File: src/rtl/axi4_lite_master_tmo_if.sv
// AXI4-Lite bus bundle between the AMCI master and its slave.
// The master modport drives the request channels and the response READYs.
interface axi4_lite_master_tmo_if #(
   parameter int DW = 32,
   parameter int AW = 32
);
   // write address channel
   logic [AW-1:0]   awaddr;
   logic [2:0]      awprot;
   logic            awvalid;
   logic            awready;
   // write data channel
   logic [DW-1:0]   wdata;
   logic [DW/8-1:0] wstrb;
   logic            wvalid;
   logic            wready;
   // write response channel
   logic [1:0]      bresp;
   logic            bvalid;
   logic            bready;
   // read address channel
   logic [AW-1:0]   araddr;
   logic [2:0]      arprot;
   logic            arvalid;
   logic            arready;
   // read data channel
   logic [DW-1:0]   rdata;
   logic [1:0]      rresp;
   logic            rvalid;
   logic            rready;

   modport master (
      output awaddr, awprot, awvalid, input awready,
      output wdata, wstrb, wvalid, input wready,
      input bresp, bvalid, output bready,
      output araddr, arprot, arvalid, input arready,
      input rdata, rresp, rvalid, output rready
   );

   modport slave (
      input awaddr, awprot, awvalid, output awready,
      input wdata, wstrb, wvalid, output wready,
      output bresp, bvalid, input bready,
      input araddr, arprot, arvalid, output arready,
      output rdata, rresp, rvalid, input rready
   );
endinterface

File: src/rtl/axi4_lite_master_tmo.sv
// AXI4-Lite master controlled by the AMCI start/done interface.
// Independent read and write engines, one outstanding transaction each,
// each guarded by a watchdog that aborts a transaction on a hung slave.
// AXI_DATA_WIDTH must be 32 or 64; the interface instance must use the same widths.
module axi4_lite_master_tmo #(
   parameter int AXI_DATA_WIDTH = 32,
   parameter int AXI_ADDR_WIDTH = 32,
   parameter int TIMEOUT_CYCLES = 1024
) (
   input  logic                        clk,
   input  logic                        resetn,
   // AMCI write side
   input  logic [AXI_ADDR_WIDTH-1:0]   AMCI_WADDR,
   input  logic [AXI_DATA_WIDTH-1:0]   AMCI_WDATA,
   input  logic [AXI_DATA_WIDTH/8-1:0] AMCI_WSTRB,
   input  logic [2:0]                  AMCI_WPROT,
   input  logic                        AMCI_WRITE,
   output logic [1:0]                  AMCI_WRESP,
   output logic                        AMCI_WTIMEOUT,
   output logic                        AMCI_WDONE,
   output logic                        AMCI_WIDLE,
   // AMCI read side
   input  logic [AXI_ADDR_WIDTH-1:0]   AMCI_RADDR,
   input  logic [2:0]                  AMCI_RPROT,
   input  logic                        AMCI_READ,
   output logic [AXI_DATA_WIDTH-1:0]   AMCI_RDATA,
   output logic [1:0]                  AMCI_RRESP,
   output logic                        AMCI_RTIMEOUT,
   output logic                        AMCI_RDONE,
   output logic                        AMCI_RIDLE,
   // AXI4-Lite bus
   axi4_lite_master_tmo_if.master      axi
);

   localparam int DW = AXI_DATA_WIDTH;
   localparam int AW = AXI_ADDR_WIDTH;
   localparam bit WDOG_EN = (TIMEOUT_CYCLES != 0);
   // keep at least one counter bit so a disabled watchdog still elaborates
   localparam int CW = WDOG_EN ? $clog2(TIMEOUT_CYCLES + 1) : 1;
   localparam int LIMIT_I = WDOG_EN ? TIMEOUT_CYCLES - 1 : 0;
   localparam logic [CW-1:0] LIMIT = LIMIT_I[CW-1:0];
   localparam logic [1:0] RESP_SLVERR = 2'b10;

   typedef enum logic [1:0] {W_IDLE, W_XFER, W_RESP} w_state_t;
   typedef enum logic       {R_IDLE, R_XFER}         r_state_t;

   // ---------------- write engine ----------------
   w_state_t        w_state_reg, w_state_next;
   logic [AW-1:0]   awaddr_reg;
   logic [2:0]      awprot_reg;
   logic [DW-1:0]   wdata_reg;
   logic [DW/8-1:0] wstrb_reg;
   logic            aw_done_reg, w_done_reg;
   logic [CW-1:0]   w_cnt_reg;
   logic [1:0]      wresp_reg;
   logic            wtimeout_reg, wdone_reg;

   logic w_start, w_busy, aw_hs, w_hs, b_hs, w_expire, aw_all, w_all;

   assign w_start  = (w_state_reg == W_IDLE) & AMCI_WRITE;
   assign w_busy   = (w_state_reg != W_IDLE);
   assign aw_hs    = (w_state_reg == W_XFER) & ~aw_done_reg & axi.awready;
   assign w_hs     = (w_state_reg == W_XFER) & ~w_done_reg & axi.wready;
   assign b_hs     = (w_state_reg == W_RESP) & axi.bvalid;
   assign aw_all   = aw_done_reg | aw_hs;
   assign w_all    = w_done_reg | w_hs;
   // only the B handshake completes a write, so it alone can beat the watchdog
   assign w_expire = WDOG_EN & w_busy & (w_cnt_reg == LIMIT) & ~b_hs;

   // write state register
   always_ff @(posedge clk or negedge resetn) begin
      if (!resetn) w_state_reg <= W_IDLE;
      else         w_state_reg <= w_state_next;
   end

   // write next-state: address and data may finish in any order before the response phase
   always_comb begin
      w_state_next = w_state_reg;
      unique case (w_state_reg)
         W_IDLE: if (AMCI_WRITE) w_state_next = W_XFER;
         W_XFER: begin
            if (w_expire)             w_state_next = W_IDLE;
            else if (aw_all && w_all) w_state_next = W_RESP;
         end
         W_RESP: if (b_hs || w_expire) w_state_next = W_IDLE;
         default: w_state_next = W_IDLE;
      endcase
   end

   // write bus outputs: each VALID falls the cycle after its own handshake
   always_comb begin
      axi.awvalid = (w_state_reg == W_XFER) & ~aw_done_reg;
      axi.wvalid  = (w_state_reg == W_XFER) & ~w_done_reg;
      axi.bready  = w_busy;
   end

   // write request latch and per-channel completion flags
   always_ff @(posedge clk or negedge resetn) begin
      if (!resetn) begin
         awaddr_reg  <= '0;
         awprot_reg  <= '0;
         wdata_reg   <= '0;
         wstrb_reg   <= '0;
         aw_done_reg <= 1'b0;
         w_done_reg  <= 1'b0;
      end else if (w_start) begin
         awaddr_reg  <= AMCI_WADDR;
         awprot_reg  <= AMCI_WPROT;
         wdata_reg   <= AMCI_WDATA;
         wstrb_reg   <= AMCI_WSTRB;
         aw_done_reg <= 1'b0;
         w_done_reg  <= 1'b0;
      end else begin
         if (aw_hs) aw_done_reg <= 1'b1;
         if (w_hs)  w_done_reg  <= 1'b1;
      end
   end

   // write watchdog: zero while idle, counts busy cycles otherwise
   always_ff @(posedge clk or negedge resetn) begin
      if (!resetn)                w_cnt_reg <= '0;
      else if (!WDOG_EN || !w_busy) w_cnt_reg <= '0;
      else                        w_cnt_reg <= w_cnt_reg + CW'(1);
   end

   // write result and done pulse
   always_ff @(posedge clk or negedge resetn) begin
      if (!resetn) begin
         wresp_reg    <= '0;
         wtimeout_reg <= 1'b0;
         wdone_reg    <= 1'b0;
      end else begin
         wdone_reg <= 1'b0;
         if (b_hs) begin
            wresp_reg    <= axi.bresp;
            wtimeout_reg <= 1'b0;
            wdone_reg    <= 1'b1;
         end else if (w_expire) begin
            wresp_reg    <= RESP_SLVERR;
            wtimeout_reg <= 1'b1;
            wdone_reg    <= 1'b1;
         end
      end
   end

   assign axi.awaddr    = awaddr_reg;
   assign axi.awprot    = awprot_reg;
   assign axi.wdata     = wdata_reg;
   assign axi.wstrb     = wstrb_reg;
   assign AMCI_WRESP    = wresp_reg;
   assign AMCI_WTIMEOUT = wtimeout_reg;
   assign AMCI_WDONE    = wdone_reg;
   assign AMCI_WIDLE    = ~AMCI_WRITE & ~w_busy;

   // ---------------- read engine ----------------
   r_state_t        r_state_reg, r_state_next;
   logic [AW-1:0]   araddr_reg;
   logic [2:0]      arprot_reg;
   logic            ar_done_reg;
   logic [CW-1:0]   r_cnt_reg;
   logic [DW-1:0]   rdata_reg;
   logic [1:0]      rresp_reg;
   logic            rtimeout_reg, rdone_reg;

   logic r_start, r_busy, ar_hs, r_hs, r_expire;

   assign r_start  = (r_state_reg == R_IDLE) & AMCI_READ;
   assign r_busy   = (r_state_reg == R_XFER);
   assign ar_hs    = r_busy & ~ar_done_reg & axi.arready;
   // an R beat is taken even in the same cycle as the AR handshake
   assign r_hs     = r_busy & axi.rvalid;
   assign r_expire = WDOG_EN & r_busy & (r_cnt_reg == LIMIT) & ~r_hs;

   // read state register
   always_ff @(posedge clk or negedge resetn) begin
      if (!resetn) r_state_reg <= R_IDLE;
      else         r_state_reg <= r_state_next;
   end

   // read next-state: the R handshake or the watchdog ends the read
   always_comb begin
      r_state_next = r_state_reg;
      unique case (r_state_reg)
         R_IDLE: if (AMCI_READ) r_state_next = R_XFER;
         R_XFER: if (r_hs || r_expire) r_state_next = R_IDLE;
         default: r_state_next = R_IDLE;
      endcase
   end

   // read bus outputs
   always_comb begin
      axi.arvalid = r_busy & ~ar_done_reg;
      axi.rready  = r_busy;
   end

   // read request latch and address-phase flag
   always_ff @(posedge clk or negedge resetn) begin
      if (!resetn) begin
         araddr_reg  <= '0;
         arprot_reg  <= '0;
         ar_done_reg <= 1'b0;
      end else if (r_start) begin
         araddr_reg  <= AMCI_RADDR;
         arprot_reg  <= AMCI_RPROT;
         ar_done_reg <= 1'b0;
      end else if (ar_hs) begin
         ar_done_reg <= 1'b1;
      end
   end

   // read watchdog: zero while idle, counts busy cycles otherwise
   always_ff @(posedge clk or negedge resetn) begin
      if (!resetn)                r_cnt_reg <= '0;
      else if (!WDOG_EN || !r_busy) r_cnt_reg <= '0;
      else                        r_cnt_reg <= r_cnt_reg + CW'(1);
   end

   // read result and done pulse
   always_ff @(posedge clk or negedge resetn) begin
      if (!resetn) begin
         rdata_reg    <= '0;
         rresp_reg    <= '0;
         rtimeout_reg <= 1'b0;
         rdone_reg    <= 1'b0;
      end else begin
         rdone_reg <= 1'b0;
         if (r_hs) begin
            rdata_reg    <= axi.rdata;
            rresp_reg    <= axi.rresp;
            rtimeout_reg <= 1'b0;
            rdone_reg    <= 1'b1;
         end else if (r_expire) begin
            rdata_reg    <= '0;
            rresp_reg    <= RESP_SLVERR;
            rtimeout_reg <= 1'b1;
            rdone_reg    <= 1'b1;
         end
      end
   end

   assign axi.araddr    = araddr_reg;
   assign axi.arprot    = arprot_reg;
   assign AMCI_RDATA    = rdata_reg;
   assign AMCI_RRESP    = rresp_reg;
   assign AMCI_RTIMEOUT = rtimeout_reg;
   assign AMCI_RDONE    = rdone_reg;
   assign AMCI_RIDLE    = ~AMCI_READ & ~r_busy;

endmodule

File: src/flat_wrapper.sv
// flat-port wrapper written by rule: the top's interface ports become plain ports
module axi4_lite_master_tmo_flat 
#(
   parameter int AXI_DATA_WIDTH = 32,
   parameter int AXI_ADDR_WIDTH = 32,
   parameter int TIMEOUT_CYCLES = 1024
)
  (clk, resetn, AMCI_WADDR, AMCI_WDATA, AMCI_WSTRB, AMCI_WPROT, AMCI_WRITE, AMCI_WRESP, AMCI_WTIMEOUT, AMCI_WDONE, AMCI_WIDLE, AMCI_RADDR, AMCI_RPROT, AMCI_READ, AMCI_RDATA, AMCI_RRESP, AMCI_RTIMEOUT, AMCI_RDONE, AMCI_RIDLE, axi_awaddr, axi_awprot, axi_awvalid, axi_awready, axi_wdata, axi_wstrb, axi_wvalid, axi_wready, axi_bresp, axi_bvalid, axi_bready, axi_araddr, axi_arprot, axi_arvalid, axi_arready, axi_rdata, axi_rresp, axi_rvalid, axi_rready);
  axi4_lite_master_tmo_if #(.DW(32), .AW(32)) axi_i ();
  input  logic clk;
  input  logic resetn;
  input  logic [AXI_ADDR_WIDTH-1:0] AMCI_WADDR;
  input  logic [AXI_DATA_WIDTH-1:0] AMCI_WDATA;
  input  logic [AXI_DATA_WIDTH/8-1:0] AMCI_WSTRB;
  input  logic [2:0] AMCI_WPROT;
  input  logic AMCI_WRITE;
  output logic [1:0] AMCI_WRESP;
  output logic AMCI_WTIMEOUT;
  output logic AMCI_WDONE;
  output logic AMCI_WIDLE;
  input  logic [AXI_ADDR_WIDTH-1:0] AMCI_RADDR;
  input  logic [2:0] AMCI_RPROT;
  input  logic AMCI_READ;
  output logic [AXI_DATA_WIDTH-1:0] AMCI_RDATA;
  output logic [1:0] AMCI_RRESP;
  output logic AMCI_RTIMEOUT;
  output logic AMCI_RDONE;
  output logic AMCI_RIDLE;
  output wire logic [$bits(axi_i.awaddr)-1:0] axi_awaddr;
  output wire logic [$bits(axi_i.awprot)-1:0] axi_awprot;
  output wire logic [$bits(axi_i.awvalid)-1:0] axi_awvalid;
  input wire logic [$bits(axi_i.awready)-1:0] axi_awready;
  output wire logic [$bits(axi_i.wdata)-1:0] axi_wdata;
  output wire logic [$bits(axi_i.wstrb)-1:0] axi_wstrb;
  output wire logic [$bits(axi_i.wvalid)-1:0] axi_wvalid;
  input wire logic [$bits(axi_i.wready)-1:0] axi_wready;
  input wire logic [$bits(axi_i.bresp)-1:0] axi_bresp;
  input wire logic [$bits(axi_i.bvalid)-1:0] axi_bvalid;
  output wire logic [$bits(axi_i.bready)-1:0] axi_bready;
  output wire logic [$bits(axi_i.araddr)-1:0] axi_araddr;
  output wire logic [$bits(axi_i.arprot)-1:0] axi_arprot;
  output wire logic [$bits(axi_i.arvalid)-1:0] axi_arvalid;
  input wire logic [$bits(axi_i.arready)-1:0] axi_arready;
  input wire logic [$bits(axi_i.rdata)-1:0] axi_rdata;
  input wire logic [$bits(axi_i.rresp)-1:0] axi_rresp;
  input wire logic [$bits(axi_i.rvalid)-1:0] axi_rvalid;
  output wire logic [$bits(axi_i.rready)-1:0] axi_rready;
  assign axi_awaddr = axi_i.awaddr;
  assign axi_awprot = axi_i.awprot;
  assign axi_awvalid = axi_i.awvalid;
  assign axi_i.awready = axi_awready;
  assign axi_wdata = axi_i.wdata;
  assign axi_wstrb = axi_i.wstrb;
  assign axi_wvalid = axi_i.wvalid;
  assign axi_i.wready = axi_wready;
  assign axi_i.bresp = axi_bresp;
  assign axi_i.bvalid = axi_bvalid;
  assign axi_bready = axi_i.bready;
  assign axi_araddr = axi_i.araddr;
  assign axi_arprot = axi_i.arprot;
  assign axi_arvalid = axi_i.arvalid;
  assign axi_i.arready = axi_arready;
  assign axi_i.rdata = axi_rdata;
  assign axi_i.rresp = axi_rresp;
  assign axi_i.rvalid = axi_rvalid;
  assign axi_rready = axi_i.rready;
  axi4_lite_master_tmo #(.AXI_DATA_WIDTH(AXI_DATA_WIDTH), .AXI_ADDR_WIDTH(AXI_ADDR_WIDTH), .TIMEOUT_CYCLES(TIMEOUT_CYCLES)) u_core (.clk(clk), .resetn(resetn), .AMCI_WADDR(AMCI_WADDR), .AMCI_WDATA(AMCI_WDATA), .AMCI_WSTRB(AMCI_WSTRB), .AMCI_WPROT(AMCI_WPROT), .AMCI_WRITE(AMCI_WRITE), .AMCI_WRESP(AMCI_WRESP), .AMCI_WTIMEOUT(AMCI_WTIMEOUT), .AMCI_WDONE(AMCI_WDONE), .AMCI_WIDLE(AMCI_WIDLE), .AMCI_RADDR(AMCI_RADDR), .AMCI_RPROT(AMCI_RPROT), .AMCI_READ(AMCI_READ), .AMCI_RDATA(AMCI_RDATA), .AMCI_RRESP(AMCI_RRESP), .AMCI_RTIMEOUT(AMCI_RTIMEOUT), .AMCI_RDONE(AMCI_RDONE), .AMCI_RIDLE(AMCI_RIDLE), .axi(axi_i));
endmodule
File: config.mk
export PLATFORM = sky130hd
export DESIGN_NAME = axi4_lite_master_tmo_flat
export DESIGN_NICKNAME = d
export VERILOG_FILES = /design/src/rtl/axi4_lite_master_tmo_if.sv /design/src/rtl/axi4_lite_master_tmo.sv /design/src/flat_wrapper.sv
export SDC_FILE = /design/constraint.sdc
export NUM_CORES = 1
export LEC_CHECK = 0
export BUFFER_PORTS_ARGS = -buffer_cell sky130_fd_sc_hd__buf_2
export CAP_MARGIN = 15
export CELL_PAD_IN_SITES_DETAIL_PLACEMENT = 1
export CELL_PAD_IN_SITES_GLOBAL_PLACEMENT = 1
export CORE_ASPECT_RATIO = 0.7
export CORE_MARGIN = 2
export CORE_UTILIZATION = 33
export CTS_CLUSTER_SIZE = 30
export DETAILED_ROUTE_END_ITERATION = 7
export GPL_TIMING_DRIVEN = 0
export PLACE_DENSITY_LB_ADDON = 0.1
export SLEW_MARGIN = 20
export SYNTH_ARGS = -nofsm -noshare
export SYNTH_HDL_FRONTEND = slang
export SYNTH_SLANG_ARGS = --single-unit
File: constraint.sdc
create_clock -name clk -period 1.55 [get_ports clk]
set_input_delay 0.0775 -clock clk [delete_from_list [all_inputs] [get_ports clk]]
set_output_delay 0.0775 -clock clk [all_outputs]
set_load 0.1 [all_outputs]
==> flow_summary.json <==
{
  "path_clk_slew_ns": 0.07,
  "place_congestion": 0.753,
  "vias_per_cell": 4.83,
  "cp-end-kind": "flip-flop",
  "numCtsBuffers": 17,
  "crit_path_start_kind": "flip-flop",
  "netlist_area_mm2": 0.00706,
  "arrival_ns": 1.95,
  "drtIter0Drc": 336,
  "via_count": 6319,
  "cap_violations": 0,
  "hpwl_um": 15200,
  "synth_area_leaders": "dfrtp_1, mux2_2, a221o_1",
  "period_minus_slack_ns": 1.64,
  "ys_warn_count": 0,
  "core_mm2": 0.0209,
  "yosysUniqueCellTypes": 42,
  "synthTopCellsByCount": "dfrtp_1, mux2_2, nor2b_1, a221o_1, a21oi_1",
  "fillCellCount": 2110,
  "worstPathRequired_ns": 1.86,
  "hold_ws_ns": 0.0814,
  "cts.htree.levels": 4,
  "fin_nets": 1170,
  "grt_overflow": 0,
  "syn_inst": 504,
  "min_from": "AMCI_WRITE",
  "clock-sinks": 174,
  "final.period_utilization": 1.06,
  "run_status": "finished with violations",
  "num_rows": 44,
  "clockBufferDepth": 2,
  "fp.dieW_um": 179,
  "dieArea_mm2": 0.0226,
  "layout-drive-gt1-share": 0.527,
  "worstMarginPinSlew_ns": 0.688,
  "yosysMostFrequentCell": "dfrtp_1",
  "io_pins": 304,
  "grt_pass1_vias": 6898,
  "final_hold_viol_count": 0,
  "slew_headroom": 0.541,
  "track_usage": 0.213,
  "syn_to_final_growth_pct": 72.4,
  "async_flop_share": 1.00,
  "syn_area_per_cell_um2": 14.0,
  "fin_skew_ns": 0.00880,
  "drc": 0,
  "r2r_start": "u_core.r_cnt_reg[0]",
  "criticalPathCategory": "flip-flop to flip-flop",
  "die_h_um": 126,
  "fmax_mhz": 609,
  "avgRoutedWirePerCell_um": 20.3,
  "grt_pass1_wl_um": 37100,
  "io_buffer_count": 303,
  "rsz0062_at_grt": "true",
  "synth_nets": 657,
  "startpoint": "u_core.r_cnt_reg[0]",
  "drt_pass1_iterations": 4,
  "synth_area_leader_cell": "dfrtp_1",
  "hold_path.class": "input pin to flip-flop",
  "start_util": 0.339,
  "netlist.area_leader.share": 0.616,
  "synth-main-ff-cell": "dfrtp_1",
  "violations": "setup timing",
  "setup_slack_ns": -0.0920,
  "cp_max_fo": 10,
  "synth_edf_count": 0,
  "drt_wl_total_um": 26600,
  "grt_antenna_before_repair": 1,
  "clock_tree.root_cell": "clkbuf_16",
  "cts_tree": "yes",
  "slew_viol_final": 0,
  "seq_area_frac_synth": 0.616,
  "grt_max_degree": 90,
  "ys_ff_latch": 174,
  "clk_latency_ns": 0.43,
  "setup_viol": 34,
  "ant_nets": 0
}
==> repair_timing <==
action / in CTS / in global routing
hold buffers: 147 / 0
endpoints found under the setup margin: 135 / 141
cloned: 4 / 10
pin swaps: 12 / 12
buffers inserted: 21 / 10
resized for setup: 48 / 110
endpoints found under the hold margin: 233 / 0
==> kinds of logic after synthesis <==
logic type      count (synthesis)  share of synthesized area
simple gates                  101                     0.0829
fa+ha+maj                       2                    0.00354
compound gates                 78                     0.0884
flops                         174                      0.616
buf+inv                        37                     0.0324
xor+xnor                        6                    0.00744
mux                           106                      0.169
==> cell type report <==
type                       instances  area [um^2]  share of cell area
antenna                            1         2.50            0.000205
buffer                            25          328              0.0269
clock buffer                      19          453              0.0372
clock inverter                    13          139              0.0114
inverter                          10         42.5             0.00349
multi-input combinational        294         2870               0.235
sequential                       174         4360               0.358
tap                              276          345              0.0284
timing repair buffer             495         3640               0.299
==> worst paths after layout <==
| check | end | slack [ns] | cells after the start |
|---|---|---|---|
| worst min register to register | u_core.axi.araddr[1] | 0.50 | 1 |
| min in group asynchronous | u_core.AMCI_RDATA[5] | 0.23 | 2 |
| max in group asynchronous | u_core.w_state_reg[0] | 0.44 | 3 |
| worst max-delay path | u_core.AMCI_RDATA[18] | -0.09 | 5 |
| worst max register to register | u_core.AMCI_RDATA[18] | -0.09 | 5 |
| worst min-delay path | u_core.w_done_reg | 0.08 | 4 |
==> routing by layer <==
| metal | GRT usage | part of all wire | up-vias |
|---|---|---|---|
| met5 | 0 | 0 | - |
| met4 | 0.0736 | 0.019 | 0 |
| met3 | 0.0621 | 0.070 | 30 |
| met2 | 0.379 | 0.51 | 227 |
| met1 | 0.243 | 0.40 | 3207 |
| li1 | - | - | 2855 |
==> worst max-delay path: stages (launching register included) <==
cell	delay, ns
dfrtp_1	0.40
ha_4	0.15
and4_4	0.26
a31oi_4	0.16
buf_6	0.20
a221o_1	0.35
==> cell usage in the layout, fill, tap and decap left out, types with 4 or more instances in the layout <==
cell             n
mux2_4          72
a221o_2          6
nor2_4           4
clkbuf_16       27
buf_12          12
nand3_1          7
buf_6            7
nand2b_1         5
nand2_1          7
o22ai_1          4
a221o_1         27
nor2_1          14
buf_8            8
o21ai_0          6
buf_4           30
dfrtp_1        171
mux2_2          34
inv_1            8
xor2_1           4
buf_2          298
nor2b_1         33
dlygate4sd3_1  146
o31ai_1          8
clkinv_2         4
or4_1            6
a21oi_1         18
==> through the flow <==
stage	cell area [um^2]	setup WS, ns	utilization	cells	setup TNS, ns
floorplan	7110	-0.397	-	504	-1.53
CTS	11400	-0.117	0.549	1286	-2.89
detailed placement	9010	-0.496	0.432	1084	-17.25
global placement	8980	-2.93	0.430	1083	-422.02
finish	12200	-0.0920	0.584	1307	-2.28
global route	12200	-0.141	0.584	1307	-4.73
Power is not shown: default switching activity piles up to over one toggle a cycle in this logic, so the estimate is an artifact.
